File: src/rtl/dmem_arb_pkg.sv
// dmem_arb_pkg: shared definitions for the data-memory arbiter.
//   state_t   - arbiter FSM encoding (IDLE/ISSUE/WAIT/ACK)
//   PORT_CPU  - port index of the CPU load/store stage
//   PORT_IO   - port index of the UART/IO loader
//   addr_bad  - flags misaligned or out-of-range byte addresses
package dmem_arb_pkg;

  typedef enum logic [1:0] {
    IDLE  = 2'd0,
    ISSUE = 2'd1,
    WAIT  = 2'd2,
    ACK   = 2'd3
  } state_t;

  localparam logic PORT_CPU = 1'b0;
  localparam logic PORT_IO  = 1'b1;

  // A byte address is bad when it is not word-aligned or lies at or beyond
  // depth*4. The limit is widened to 34 bits so depth*4 cannot wrap.
  function automatic logic addr_bad(input logic [31:0] addr, input int unsigned depth);
    logic [33:0] limit;
    limit = 34'(depth) * 34'd4;
    return (addr[1:0] != 2'b00) || ({2'b00, addr} >= limit);
  endfunction

endpackage

File: src/rtl/rr_pick2.sv
// rr_pick2: combinational two-way round-robin picker.
//   req  [1:0] in  - request per port
//   last       in  - index of the port granted most recently
//   gnt  [1:0] out - one-hot grant (zero when nothing is requested)
// On a tie the port that did not win last time is granted.
module rr_pick2
  import dmem_arb_pkg::*;
(
  input  logic [1:0] req,
  input  logic       last,
  output logic [1:0] gnt
);

  always_comb begin
    gnt = req;
    if (req == 2'b11) begin
      gnt = (last == PORT_IO) ? 2'b01 : 2'b10;
    end
  end

endmodule

File: src/rtl/dmem_arbiter.sv
// dmem_arbiter: shares one data memory between the CPU (port 0) and the
// IO loader (port 1) with round-robin fairness.
//   clk, rst (async, active low)
//   pN_req/we/addr/wdata in  - request and command, held until pN_ack
//   pN_ack/err/rdata     out - completion pulse, error flag, read data
//   mRead, mWrite        out - one-cycle memory strobes
//   addr_in, write_data  out - memory address / write data (held)
//   m_rdata              in  - memory read data, RD_LAT cycles after mRead
//   busy                 out - high whenever the FSM is not IDLE
//   dbg_state            out - current FSM state for observation
// Handshake: a requester raises pN_req with a stable command and keeps it
// until pN_ack pulses for one cycle; arbitration happens only in IDLE, so a
// request raised during a transaction waits for the next IDLE cycle.
module dmem_arbiter
  import dmem_arb_pkg::*;
#(
  parameter int RD_LAT      = 1,
  parameter int DEPTH_WORDS = 16384
) (
  input  logic        clk,
  input  logic        rst,
  input  logic        p0_req,
  input  logic        p0_we,
  input  logic [31:0] p0_addr,
  input  logic [31:0] p0_wdata,
  output logic        p0_ack,
  output logic        p0_err,
  output logic [31:0] p0_rdata,
  input  logic        p1_req,
  input  logic        p1_we,
  input  logic [31:0] p1_addr,
  input  logic [31:0] p1_wdata,
  output logic        p1_ack,
  output logic        p1_err,
  output logic [31:0] p1_rdata,
  output logic        mRead,
  output logic        mWrite,
  output logic [31:0] addr_in,
  output logic [31:0] write_data,
  input  logic [31:0] m_rdata,
  output logic        busy,
  output state_t      dbg_state
);

  localparam int CNT_W = $clog2(RD_LAT + 1);

  state_t             state_q, state_d;
  logic               cmd_we, cmd_port, cmd_err;
  logic               last_grant;
  logic [CNT_W-1:0]   wait_cnt;

  logic [1:0]         gnt;
  logic               any_gnt;
  logic               sel_port;
  logic               sel_we;
  logic [31:0]        sel_addr;
  logic [31:0]        sel_wdata;
  logic               sel_bad;

  rr_pick2 u_pick (
    .req  ({p1_req, p0_req}),
    .last (last_grant),
    .gnt  (gnt)
  );

  assign any_gnt   = |gnt;
  assign sel_port  = gnt[1];
  assign sel_we    = sel_port ? p1_we    : p0_we;
  assign sel_addr  = sel_port ? p1_addr  : p0_addr;
  assign sel_wdata = sel_port ? p1_wdata : p0_wdata;
  assign sel_bad   = addr_bad(sel_addr, DEPTH_WORDS);

  // Next state
  always_comb begin
    state_d = state_q;
    case (state_q)
      IDLE:    if (any_gnt) state_d = sel_bad ? ACK : ISSUE;
      ISSUE:   state_d = cmd_we ? ACK : WAIT;
      WAIT:    if (wait_cnt == '0) state_d = ACK;
      ACK:     state_d = IDLE;
      default: state_d = IDLE;
    endcase
  end

  // Outputs decode straight from the state register so an asynchronous
  // reset drops strobes, acks and busy in the same cycle.
  assign mWrite    = (state_q == ISSUE) &&  cmd_we;
  assign mRead     = (state_q == ISSUE) && !cmd_we;
  assign busy      = (state_q != IDLE);
  assign p0_ack    = (state_q == ACK) && (cmd_port == PORT_CPU);
  assign p1_ack    = (state_q == ACK) && (cmd_port == PORT_IO);
  assign p0_err    = p0_ack && cmd_err;
  assign p1_err    = p1_ack && cmd_err;
  assign dbg_state = state_q;

  always_ff @(posedge clk or negedge rst) begin
    if (!rst) begin
      state_q    <= IDLE;
      cmd_we     <= 1'b0;
      cmd_port   <= PORT_CPU;
      cmd_err    <= 1'b0;
      last_grant <= PORT_IO;
      wait_cnt   <= '0;
      addr_in    <= '0;
      write_data <= '0;
      p0_rdata   <= '0;
      p1_rdata   <= '0;
    end else begin
      state_q <= state_d;

      if (state_q == IDLE && any_gnt) begin
        cmd_we     <= sel_we;
        cmd_port   <= sel_port;
        cmd_err    <= sel_bad;
        last_grant <= sel_port;
        if (!sel_bad) begin
          // Memory only ever sees the latched command.
          addr_in    <= sel_addr;
          write_data <= sel_wdata;
        end else if (sel_port == PORT_IO) begin
          p1_rdata <= '0;
        end else begin
          p0_rdata <= '0;
        end
      end

      if (state_q == ISSUE) begin
        wait_cnt <= CNT_W'(RD_LAT - 1);
      end

      if (state_q == WAIT) begin
        if (wait_cnt == '0) begin
          if (cmd_port == PORT_IO) p1_rdata <= m_rdata;
          else                     p0_rdata <= m_rdata;
        end else begin
          wait_cnt <= wait_cnt - CNT_W'(1);
        end
      end
    end
  end

endmodule

File: config.mk
export PLATFORM = sky130hd
export DESIGN_NAME = dmem_arbiter
export DESIGN_NICKNAME = d
export VERILOG_FILES = /design/src/rtl/dmem_arb_pkg.sv /design/src/rtl/rr_pick2.sv /design/src/rtl/dmem_arbiter.sv
export SDC_FILE = /design/constraint.sdc
export NUM_CORES = 1
export LEC_CHECK = 0
export CAP_MARGIN = 30
export CORE_ASPECT_RATIO = 0.7
export CORE_MARGIN = 8
export CORE_UTILIZATION = 35
export DETAILED_ROUTE_END_ITERATION = 12
export PLACE_DENSITY = 0.8
export SLEW_MARGIN = 40
export SYNTH_ARGS = -nofsm -noshare
export SYNTH_HDL_FRONTEND = slang
export SYNTH_SLANG_ARGS = --single-unit
File: constraint.sdc
create_clock -name clk -period 1.6 [get_ports clk]
set_input_delay 0.32 -clock clk [delete_from_list [all_inputs] [get_ports clk]]
set_output_delay 0.32 -clock clk [all_outputs]
set_load 0.01 [all_outputs]
=== After elaboration in Yosys (flattened, before gate mapping) ===
Index checks and enable logic that the tools add are counted.

* Word-level logic and storage cells: 60
* Input port bits: 166
* Register bits: 135
* Output and inout port bits: 137

* Equal/unequal tests: 6
* Reduce and logical (&&, ||, !) cells: 15
* Bitwise gates (word level): 2
* Add/subtract/negate cells: 1
* Muxes and demuxes: 25
* Order comparisons: 1

{| class="wikitable"
|+ Operators by type and width
! cell !! number
|-
| 32-bit two-way mux || 14
|-
| 32-bit by 17-bit >= comparator with 1-bit output (second input constant) || 1
|-
| 2-bit two-way mux || 5
|-
| 2-bit case mux with 4 select lines || 1
|-
| 1-bit logical AND || 7
|-
| 2-bit equality test (second input constant) || 3
|-
| 1-bit two-way mux || 5
|-
| 2-bit != test (second input constant) || 2
|-
| 2-bit AND reduction || 2
|-
| 2-bit nonzero test || 2
|-
| 2-bit by 1-bit equality test with 1-bit output (second input constant) || 1
|-
| 2-bit logical NOT || 1
|-
| 1-bit NOT || 2
|-
| 2-bit OR reduction || 1
|-
| 1-bit logical NOT || 1
|-
| 1-bit logical OR || 1
|-
| 1-bit subtractor (second input constant) || 1
|}

=== Depth between registers and ports, before layout ===
Gate-level depths: netlist of the first run.

* Word-level depth: 10
* Gate-level depth with buffers: 8
* Depth with buffers taken out: 6

=== Modules after synthesis ===
From an unflattened synthesis of the first run, not the netlist that was laid out.

* Cells, all modules: 467
* Area total of the unflattened synthesis: 6072.1 µm²

{| class="wikitable"
|+ By module, submodules not included
! module !! area an instance (µm²) !! times used !! cells an instance !! seq. area each (µm²)
|-
| dmem_arbiter || 6053.3 || 1 || 464 || 3379.5
|-
| rr_pick2 || 18.8 || 1 || 3 || 0.0
|}

=== Worst setup path after synthesis of the first run ===
Ideal clock, no wire load.

* Path type: register to register
* Start: reg state_q[0], in the netlist dbg_state[0]
* End: reg write_data[10]
* Arrival time: 1.698 ns
* Path buffers: 2
* Setup slack: -0.224 ns
* Stages on the path, launching flop included: 8
* Library setup time: 0.126 ns
* Cell sequence: dfrtp_1 inv_1 ha_1 o21ai_0 a221oi_2 buf_4 buf_2 a21oi_1

* Cells in the longest elaborated chain, start to end: 3

{| class="wikitable"
|+ Ends and longest elaborated chain
! element !! line !! source
|-
| start, declared || dmem_arbiter.sv:47 || <nowiki>state_t state_q, state_d;</nowiki>
|-
| start signal, assigned || dmem_arbiter.sv:109 || <nowiki>state_q <= state_d;</nowiki>
|-
| 2-bit logical NOT || dmem_arbiter.sv:111 || <nowiki>if (state_q == IDLE && any_gnt) begin</nowiki>
|-
| 1-bit logical AND || dmem_arbiter.sv:111 ||
|-
| 2-bit AND reduction (no line) || - ||
|-
| end signal, assigned || dmem_arbiter.sv:119 || <nowiki>write_data <= sel_wdata;</nowiki>
|-
| end, declared || dmem_arbiter.sv:39 || <nowiki>output logic [31:0] write_data,</nowiki>
|}

Every way passes these cells.
A chain may end at the register's enable or synchronous reset.

=== Worst setup path after layout of the first run ===
* Start: in p0_addr[31]
* End: reg write_data[3]

* Cells in the longest elaborated chain, start to end: 5

{| class="wikitable"
|+ Ends and longest elaborated chain
! element !! line !! source
|-
| start, declared || dmem_arbiter.sv:24 || <nowiki>input logic [31:0] p0_addr,</nowiki>
|-
| 32-bit two-way mux || dmem_arbiter.sv:69 || <nowiki>assign sel_addr = sel_port ? p1_addr : p0_addr;</nowiki>
|-
| 32-bit by 17-bit >= comparator with 1-bit output || dmem_arb_pkg.sv:23 || <nowiki>return (addr[1:0] != 2'b00) || ({2'b00, addr} >= limit);</nowiki>
|-
| 1-bit logical OR || dmem_arb_pkg.sv:23 ||
|-
| 1-bit NOT (no line) || - ||
|-
| 2-bit AND reduction (no line) || - ||
|}

Every way passes these cells.

==> results of run 1 <==
==> flip-flops by register name (all words and copies together) (netlist names) <==
name,flops
addr_in,32
p0_rdata,32
p1_rdata,32
write_data,32
dbg_state,2
cmd_err,1
cmd_port,1
cmd_we,1
last_grant,1
wait_cnt,1
==> cell usage after synthesis, types with 3 or more instances <==
library cell	n	area, um2
a21oi_1	49	245.2
a22o_1	64	560.5
and2_1	3	18.77
buf_2	14	70.07
buf_4	6	45.04
clkbuf_1	8	30.03
dfrtp_1	134	3353
ha_1	5	62.56
inv_1	5	18.77
mux2i_1	47	470.5
nor2_1	56	210.2
nor2b_1	20	125.1
nor4_1	6	37.54
o21ai_0	4	20.02
==> final cells by class <==
type	count	area, um2	area share, %
flip-flops and latches	135	3381	33.39
clock inverters	11	125.1	1.236
diodes	1	2.502	0.02472
multi-input cells	278	2213	21.86
clock buffers	20	446.7	4.412
well taps	200	250.2	2.472
repair buffers	371	3687	36.42
inverters	5	18.77	0.1854
==> logic make-up (layout without fill, tap and decap cells) <==
| family | after synthesis | in the layout |
|---|---|---|
| other cells | 0 | 1 |
| flops | 135 | 135 |
| mux | 47 | 47 |
| fa+ha+maj | 5 | 5 |
| buf+inv | 35 | 407 |
| simple gates | 98 | 98 |
| compound gates | 128 | 128 |
==> timing repair <==
action	4_1_cts	5_1_grt
endpoints found under the hold margin	18	0
setup endpoints to repair	269	139
resized for setup	225	31
gates cloned	5	3
pin swaps	11	5
buffers inserted	17	7
hold buffers	1	0
==> metal layers <==
| layer | routed length [um] | vias to the layer above | global-route usage [%] |
|---|---|---|---|
| met5 | 0 | - | 0 |
| met4 | 327 | 0 | 6.846 |
| met3 | 1270 | 26 | 6.224 |
| met2 | 10640 | 194 | 34.55 |
| met1 | 8704 | 2623 | 24.01 |
| li1 | - | 2349 | - |
==> report_power, final <==
| part | switching [mW] | internal, mW | total [mW] |
|---|---|---|---|
| sequential | 0.438 | 4.15 | 4.59 |
| clock | 1.46 | 2.33 | 3.80 |
| combinational | 2.50 | 3.03 | 5.53 |
| total | 4.40 | 9.51 | 13.9 |
==> critical path: stages <==
cell,delay [ns]
clkdlybuf4s50_1,0.45
nor4_2,0.31
nand4b_1,0.27
a221oi_4,0.40
buf_12,0.22
buf_12,0.12
buf_16,0.13
a21oi_1,0.08
==> per-stage QoR <==
step | total power, mW | setup TNS, ns | instance area [um2] | cells
6_report | 13.91 | -39.22 | 10120 | 1021
4_1_cts | 13.78 | -30.24 | 9859 | 1011
2_1_floorplan | 6.758 | -3.998 | 5553 | 448
5_1_grt | 14.62 | -47.99 | 10120 | 1021
3_3_place_gp | 9.549 | -84.57 | 9034 | 958
3_5_place_dp | 9.703 | -93.67 | 9034 | 958
==> worst max path at each step <==
stage,start,to
6_report,p0_addr[31],write_data[3]
2_1_floorplan,last_grant,write_data[17]
3_3_place_gp,p0_addr[17],dbg_state[1]
3_5_place_dp,p0_addr[17],write_data[2]
4_1_cts,last_grant,write_data[20]
5_1_grt,last_grant,write_data[3]
==> results.py, run 1 <==
metrics = {
    "setup_path": {
        "arrival_ns": 2.33,
        "crit_path_end_kind": "flop",
        "cp-start-kind": "primary input",
        "rrSetupSlack_ns": -0.44,
        "critPathMaxFanout": 17,
        "critPathKind": "primary input to flop",
        "rr_startpoint": "last_grant",
        "rr_worst_depth": 7,
        "required_ns": 1.89,
        "r2r_end": "write_data[3]",
    },
    "placement": {
        "portBuffers": 302,
        "routabilityCongestion": 0.7798,
        "dp_hpwl_um": 14980,
        "place_ws_ns": -0.8384,
    },
    "clock_tree": {
        "cts_made_buffers": 17,
        "cts_tree": "built",
        "clk_path_buf_depth": 2,
        "clkTransAtPathRegs_ns": 0.06,
        "htreeDepth": 4,
        "clockRootBuffer": "clkbuf_16",
        "clock_sinks": 135,
        "clk-insertion-delay-late_ns": 0.41,
    },
    "worst_hold_path": {
        "worstHoldPathType": "primary input to asynchronous set/reset pin",
    },
    "logic_synthesis": {
        "synth_compound_area_share_pct": 16.81,
        "syn-cell-area_um2": 5494,
        "synth_fa_ha_area_share_pct": 1.139,
        "synth_top_family_by_area": "compound AO/OA/AOI/OAI gates",
        "syn_inst": 448,
        "ys_ff_latch": 135,
        "ys_warn_count": 0,
        "avgSynthCellArea_um2": 12.26,
        "synth_xor_xnor_area_share_pct": 0,
        "synth-simple-area-share_pct": 8.836,
        "async_flop_share_pct": 100.0,
        "ys.flop_type": "dfrtp_1",
        "synth_cell_types": 35,
        "synth_edf_count": 0,
        "syn_nets": 619,
        "synth-seq-area-share_pct": 61.51,
        "synthMuxAreaShare_pct": 8.563,
    },
    "power": {
        "powerDensity_nw_per_um2": 1374,
        "peakVddDrop_uv": 807.6,
        "p_leak_nw": 5.148,
    },
    "layout": {
        "layout_common_cells": "155 x clkdlybuf4s50_1, 135 x dlygate4sd2_1, 133 x dfrtp_1",
        "nNetsFinal": 979,
        "drive_above_1_share_pct": 18.78,
        "final_common_cell": "clkdlybuf4s50_1",
        "postLayoutCoreUtil_pct": 65.72,
        "syn_to_final_growth_pct": 84.29,
        "fillCellCount": 1188,
    },
    "global_routing": {
        "antenna_found_initial": 1,
        "gr-usage-all-layers_pct": 20.22,
        "grt_max_degree": 51,
        "grt_pass1_vias": 5816,
        "grt_first_pass_wirelength_um": 32620,
        "grt.overflow.total": 0,
    },
    "routing": {
        "antenna_left": 0,
        "via_per_inst": 5.085,
        "drt-initial-drc-count": 297,
        "wl_um": 20940,
        "drt-wirelength-per-cell_um": 20.51,
        "first_pass_iters": 4,
        "drc": 0,
        "num_vias": 5192,
    },
    "floorplanning": {
        "dieWidth_um": 165.8,
        "dieArea_um2": 20030,
        "die_h_um": 120.8,
        "io_pins": 303,
        "placeableCoreArea_um2": 15400,
        "row_count": 38,
        "start_util_pct": 35.66,
    },
    "timing": {
        "max_freq_ghz": 0.4891,
        "fin_crit_ns": 2.044,
        "final-setup-viol-count": 137,
        "finalCritPeriodShare_pct": 127.8,
        "worst_pin_slew_ns": 0.3837,
        "final_hold_viol_count": 0,
        "worst_clock_skew_ns": 0.006617,
        "setup_ws_ns": -0.4445,
        "slew_viol_final": 0,
        "rsz0062_at_grt": "yes",
        "maxSlewHeadroom_pct": 74.42,
        "holdWs_ns": 0.3643,
    },
    "outcome": {
        "violations": "setup timing",
        "status": "finished, violations left",
    },
    "flow_run": {
        "maxCapViolCount": 0,
    },
}
Note: power is estimated with default switching activity, not from simulation.
==> run 2: changes to the inputs <==
--- a/config.mk
+++ b/config.mk
@@ -8,9 +8,9 @@
 export CAP_MARGIN = 30
 export CORE_ASPECT_RATIO = 0.7
 export CORE_MARGIN = 8
-export CORE_UTILIZATION = 35
+export CORE_UTILIZATION = 39
 export DETAILED_ROUTE_END_ITERATION = 12
-export PLACE_DENSITY = 0.8
+export PLACE_DENSITY = 0.84
 export SLEW_MARGIN = 40
 export SYNTH_ARGS = -nofsm -noshare
 export SYNTH_HDL_FRONTEND = slang
==> constraint.sdc (replaced) <==
create_clock -name clk -period 2 [get_ports clk]
set_input_delay 0.4 -clock clk [delete_from_list [all_inputs] [get_ports clk]]
set_output_delay 0.4 -clock clk [all_outputs]
set_load 0.01 [all_outputs]
==> results.py, run 2 (same netlist as run 1, synthesis figures left out) <==
metrics = {
    "outcome": {
        "status": "finished, violations left",
        "violations": "setup timing",
    },
    "setup_path": {
        "cp-start-kind": "primary input",
        "critPathMaxStageDelay_ns": 0.42,
        "crit_path_end_kind": "flop",
        "critPathKind": "primary input to flop",
        "arrival_ns": 2.42,
        "crit_top_cell": "buf_12",
        "slowest_stage": "clkdlybuf4s50_1",
        "r2r_end": "write_data[23]",
        "rr_startpoint": "last_grant",
        "rr_worst_depth": 8,
        "required_ns": 2.33,
        "path_cells": "clkdlybuf4s50_1, nor4_2, nand4b_1, a221oi_4, buf_6, buf_12, buf_12, nor2_4, a21oi_2",
        "rrSetupSlack_ns": -0.01,
        "critPathMaxFanout": 8,
    },
    "global_routing": {
        "grt_pass1_vias": 5419,
        "gr-usage-all-layers_pct": 21.50,
        "grt.overflow.total": 0,
        "grt_max_degree": 50,
        "grt_first_pass_wirelength_um": 30230,
        "antenna_found_initial": 0,
    },
    "routing": {
        "antenna_left": 0,
        "via_per_inst": 5.204,
        "drt-wirelength-per-cell_um": 21.23,
        "num_vias": 5147,
        "first_pass_iters": 4,
        "drc": 0,
        "wl_um": 20990,
        "drt-initial-drc-count": 267,
    },
    "floorplanning": {
        "io_pins": 303,
        "row_count": 36,
        "die_h_um": 115.3,
        "placeableCoreArea_um2": 13830,
        "dieWidth_um": 157.9,
        "dieArea_um2": 18200,
        "start_util_pct": 39.73,
    },
    "layout": {
        "final_common_cell": "clkdlybuf4s50_1",
        "stdcell_count": 989,
        "nNetsFinal": 957,
        "drive_above_1_share_pct": 20.03,
        "layout_common_cells": "289 x clkdlybuf4s50_1, 134 x dfrtp_1, 64 x a22o_1",
        "fillCellCount": 877,
        "antennaDiodeCount": 0,
        "syn_to_final_growth_pct": 86.56,
    },
    "placement": {
        "place_ws_ns": -0.5337,
        "routabilityCongestion": 0.8206,
        "dp_hpwl_um": 14880,
        "portBuffers": 302,
        "placed_cells": 938,
    },
    "worst_hold_path": {
        "worstHoldPathType": "primary input to flop",
        "min_to": "last_grant",
        "hold_path_depth": 3,
        "hold_start": "p1_req",
    },
    "timing": {
        "max_freq_ghz": 0.4794,
        "finalCritPeriodShare_pct": 104.3,
        "final-setup-viol-count": 65,
        "worst_clock_skew_ns": 0.007622,
        "worst_pin_slew_ns": 0.4605,
        "fin_crit_ns": 2.086,
        "setup_tns_ns": -2.261,
        "setup_ws_ns": -0.08604,
        "final_hold_viol_count": 0,
        "rsz0062_at_grt": "yes",
        "slew_viol_final": 0,
        "maxSlewHeadroom_pct": 69.30,
    },
    "clock_tree": {
        "clock_sinks": 135,
        "htreeDepth": 4,
        "clk-insertion-delay-late_ns": 0.41,
        "clk_path_buf_depth": 2,
        "cts_made_buffers": 17,
        "clkTransAtPathRegs_ns": 0.06,
        "cts_tree": "built",
        "clockRootBuffer": "clkbuf_16",
    },
    "power": {
        "p_total_mw": 10.88,
        "peakVddDrop_uv": 603.8,
        "powerDensity_nw_per_um2": 1061,
        "p_leak_nw": 4.560,
    },
    "flow_run": {
        "maxCapViolCount": 0,
    },
}
## run 2: routing by layer
metal  routed length [um]  vias to the layer above  track usage, %
li1                     -                     2305               -
met1                 7881                     2567           24.34
met2                10800                      249           37.38
met3                 1964                       26           7.998
met4                  344                        0           6.321
met5                    0                        -               0
## run 2: repair_timing
item,CTS,global route
setup endpoints to repair,73,105
hold endpoints to repair,45,0
gates resized for setup,21,111
cloned,1,8
buffers inserted,4,5
hold buffers,1,0
pin swaps,4,9
## run 2: area by class of cell
class | count | area (um2) | share of cell area [%]
well taps | 190 | 237.7 | 2.319
multi-input cells | 278 | 2317 | 22.61
inverters | 5 | 18.77 | 0.1831
clock inverters | 14 | 163.9 | 1.599
flip-flops and latches | 135 | 3379 | 32.97
clock buffers | 18 | 429.2 | 4.187
repair buffers | 349 | 3704 | 36.13
## run 2: where the power goes
group	switching [mW]	total (mW)	internal, mW
combinational	1.82	4.07	2.25
sequential	0.377	3.69	3.32
clock	1.25	3.12	1.87
total	3.44	10.9	7.44
## run 2: critical path, delay by kind of cell
kind / cells / cell delay (ns)
compound gates: 2 / 0.46
simple gates: 3 / 0.65
buf+inv: 4 / 0.89
## run 2: how the worst max path moves through the flow
stage,slack [ns],from,endpoint
after floorplan,0.18,dbg_state[0],write_data[10]
after global placement,-0.46,p1_req,addr_in[8]
after detailed placement,-0.53,p1_req,addr_in[11]
after CTS,0.01,dbg_state[1],p1_err
after global routing,-0.15,p0_addr[17],write_data[23]
final,-0.09,p0_addr[17],write_data[23]
## run 2: through the flow
stage          hold slack [ns]  area [um2]  utilization, %
2_1_floorplan           0.1044        5494               -
4_1_cts                 0.4348        9633           69.66
3_3_place_gp            0.3681        8924           64.53
3_5_place_dp            0.3702        8924           64.53
5_1_grt                 0.4752       10250           74.12
6_report                0.4645       10250           74.12
==> run 3: changes to the inputs <==
--- a/config.mk
+++ b/config.mk
@@ -11,6 +11,7 @@
 export CORE_UTILIZATION = 39
 export DETAILED_ROUTE_END_ITERATION = 12
 export PLACE_DENSITY = 0.84
+export REMOVE_ABC_BUFFERS = 1
 export SLEW_MARGIN = 40
 export SYNTH_ARGS = -nofsm -noshare
 export SYNTH_HDL_FRONTEND = slang
==> results.py, run 3 (same netlist as run 1, synthesis figures left out) <==
metrics = {
    "outcome": {
        "status": "finished, violations left",
        "violations": "setup timing",
    },
    "placement": {
        "dp_hpwl_um": 15050,
        "place_ws_ns": -0.5992,
        "placed_cells": 939,
        "routabilityCongestion": 0.8649,
        "dpl-instance-area_um2": 8969,
        "portBuffers": 302,
    },
    "setup_path": {
        "critPathMaxStageDelay_ns": 0.45,
        "critPathMaxFanout": 6,
        "crit_path_end_kind": "flop",
        "crit_path_start": "p0_addr[17]",
        "critPathKind": "primary input to flop",
        "path_depth": 9,
        "path_cells": "clkdlybuf4s50_1, nor4_4, nand4b_1, a221oi_4, buf_6, clkbuf_16, clkbuf_16, nor2_2, a21oi_1",
        "critical_path.top_delay_family": "buffers and inverters",
        "arrival_ns": 2.49,
        "required_ns": 2.32,
        "rr_worst_depth": 8,
        "crit_top_cell": "clkbuf_16",
        "cp-start-kind": "primary input",
        "slowest_stage": "clkdlybuf4s50_1",
        "crit_buf_inv": 4,
        "rr_startpoint": "last_grant",
    },
    "timing": {
        "final_hold_viol_count": 0,
        "worst_pin_slew_ns": 0.4494,
        "worst_clock_skew_ns": 0.006520,
        "setup_ws_ns": -0.1673,
        "setup_tns_ns": -3.326,
        "max_freq_ghz": 0.4614,
        "finalCritPeriodShare_pct": 108.4,
        "rsz0062_at_grt": "yes",
        "slew_viol_final": 0,
        "holdWs_ns": 0.4528,
        "fin_crit_ns": 2.167,
        "maxSlewHeadroom_pct": 70.04,
        "final-setup-viol-count": 52,
    },
    "routing": {
        "drc": 0,
        "num_vias": 5152,
        "via_per_inst": 5.199,
        "drt-wirelength-per-cell_um": 21.44,
        "first_pass_iters": 7,
        "antenna_left": 0,
        "drt-initial-drc-count": 390,
        "wl_um": 21250,
    },
    "worst_hold_path": {
        "worstHoldPathType": "primary input to flop",
        "hold_path_depth": 4,
        "hold_start": "p1_req",
    },
    "global_routing": {
        "grt_first_pass_wirelength_um": 30420,
        "grt_max_degree": 46,
        "antenna_found_initial": 0,
        "gr-usage-all-layers_pct": 21.75,
        "grt_pass1_vias": 5441,
        "grt.overflow.total": 0,
    },
    "power": {
        "p_leak_nw": 4.569,
        "p_total_mw": 10.84,
        "powerDensity_nw_per_um2": 1065,
        "peakVddDrop_uv": 618.3,
    },
    "clock_tree": {
        "clockRootBuffer": "clkbuf_16",
        "htreeDepth": 4,
        "clock_sinks": 135,
        "cts_made_buffers": 17,
        "cts_tree": "built",
        "clk-insertion-delay-late_ns": 0.41,
        "clk_path_buf_depth": 2,
        "clkTransAtPathRegs_ns": 0.06,
    },
    "floorplanning": {
        "start_util_pct": 39.73,
        "dieWidth_um": 157.9,
        "io_pins": 303,
        "row_count": 36,
        "placeableCoreArea_um2": 13830,
        "dieArea_um2": 18200,
        "die_h_um": 115.3,
    },
    "layout": {
        "antennaDiodeCount": 0,
        "fin_area_um2": 10180,
        "layout_common_cells": "287 x clkdlybuf4s50_1, 134 x dfrtp_1, 64 x a22o_1",
        "nNetsFinal": 959,
        "final_common_cell": "clkdlybuf4s50_1",
        "postLayoutCoreUtil_pct": 73.60,
        "stdcell_count": 991,
        "fillCellCount": 857,
        "drive_above_1_share_pct": 19.35,
        "syn_to_final_growth_pct": 85.24,
    },
    "flow_run": {
        "maxCapViolCount": 0,
    },
}
[run 3: layer usage]
metal	part of all wire [%]	global-route usage [%]
met1	39	25.46
met2	49	36.06
met3	10	8.975
met4	1.9	6.574
met5	0	0
[run 3: worst paths after layout]
check | to | slack (ns)
max | addr_in[7] | -0.17
min in group asynchronous | write_data[22] | 0.50
max reg2reg | addr_in[7] | -0.10
min | last_grant | 0.45
max in group asynchronous | p1_rdata[28] | 0.91
min reg2reg | p1_rdata[24] | 0.50
[run 3: worst min-delay path, stage by stage]
cell,delay [ns]
dlymetal6s2s_1,0.13
buf_4,0.14
a21oi_1,0.14
a31oi_1,0.05
[run 3: power by group]
group,internal [mW],switching [mW]
clock network,2.00,1.22
logic,2.19,1.74
registers,3.32,0.377
total,7.51,3.33
[run 3: cell type report]
type	count	area, um2	share of cell area [%]
Clock buffer	18	439.2	4.315
Clock inverter	14	172.7	1.697
Inverter	5	18.77	0.1844
Multi-Input combinational cell	278	2235	21.96
Sequential cell	135	3379	33.21
Tap cell	190	237.7	2.336
Timing Repair Buffer	351	3695	36.30
[run 3: repair_timing]
action,4_1_cts,5_1_grt
endpoints found under the hold margin,41,0
setup buffers,4,7
pin swaps,4,10
endpoints found under the setup margin,63,63
cloned,2,6
resized for setup,25,87
hold buffers,1,0
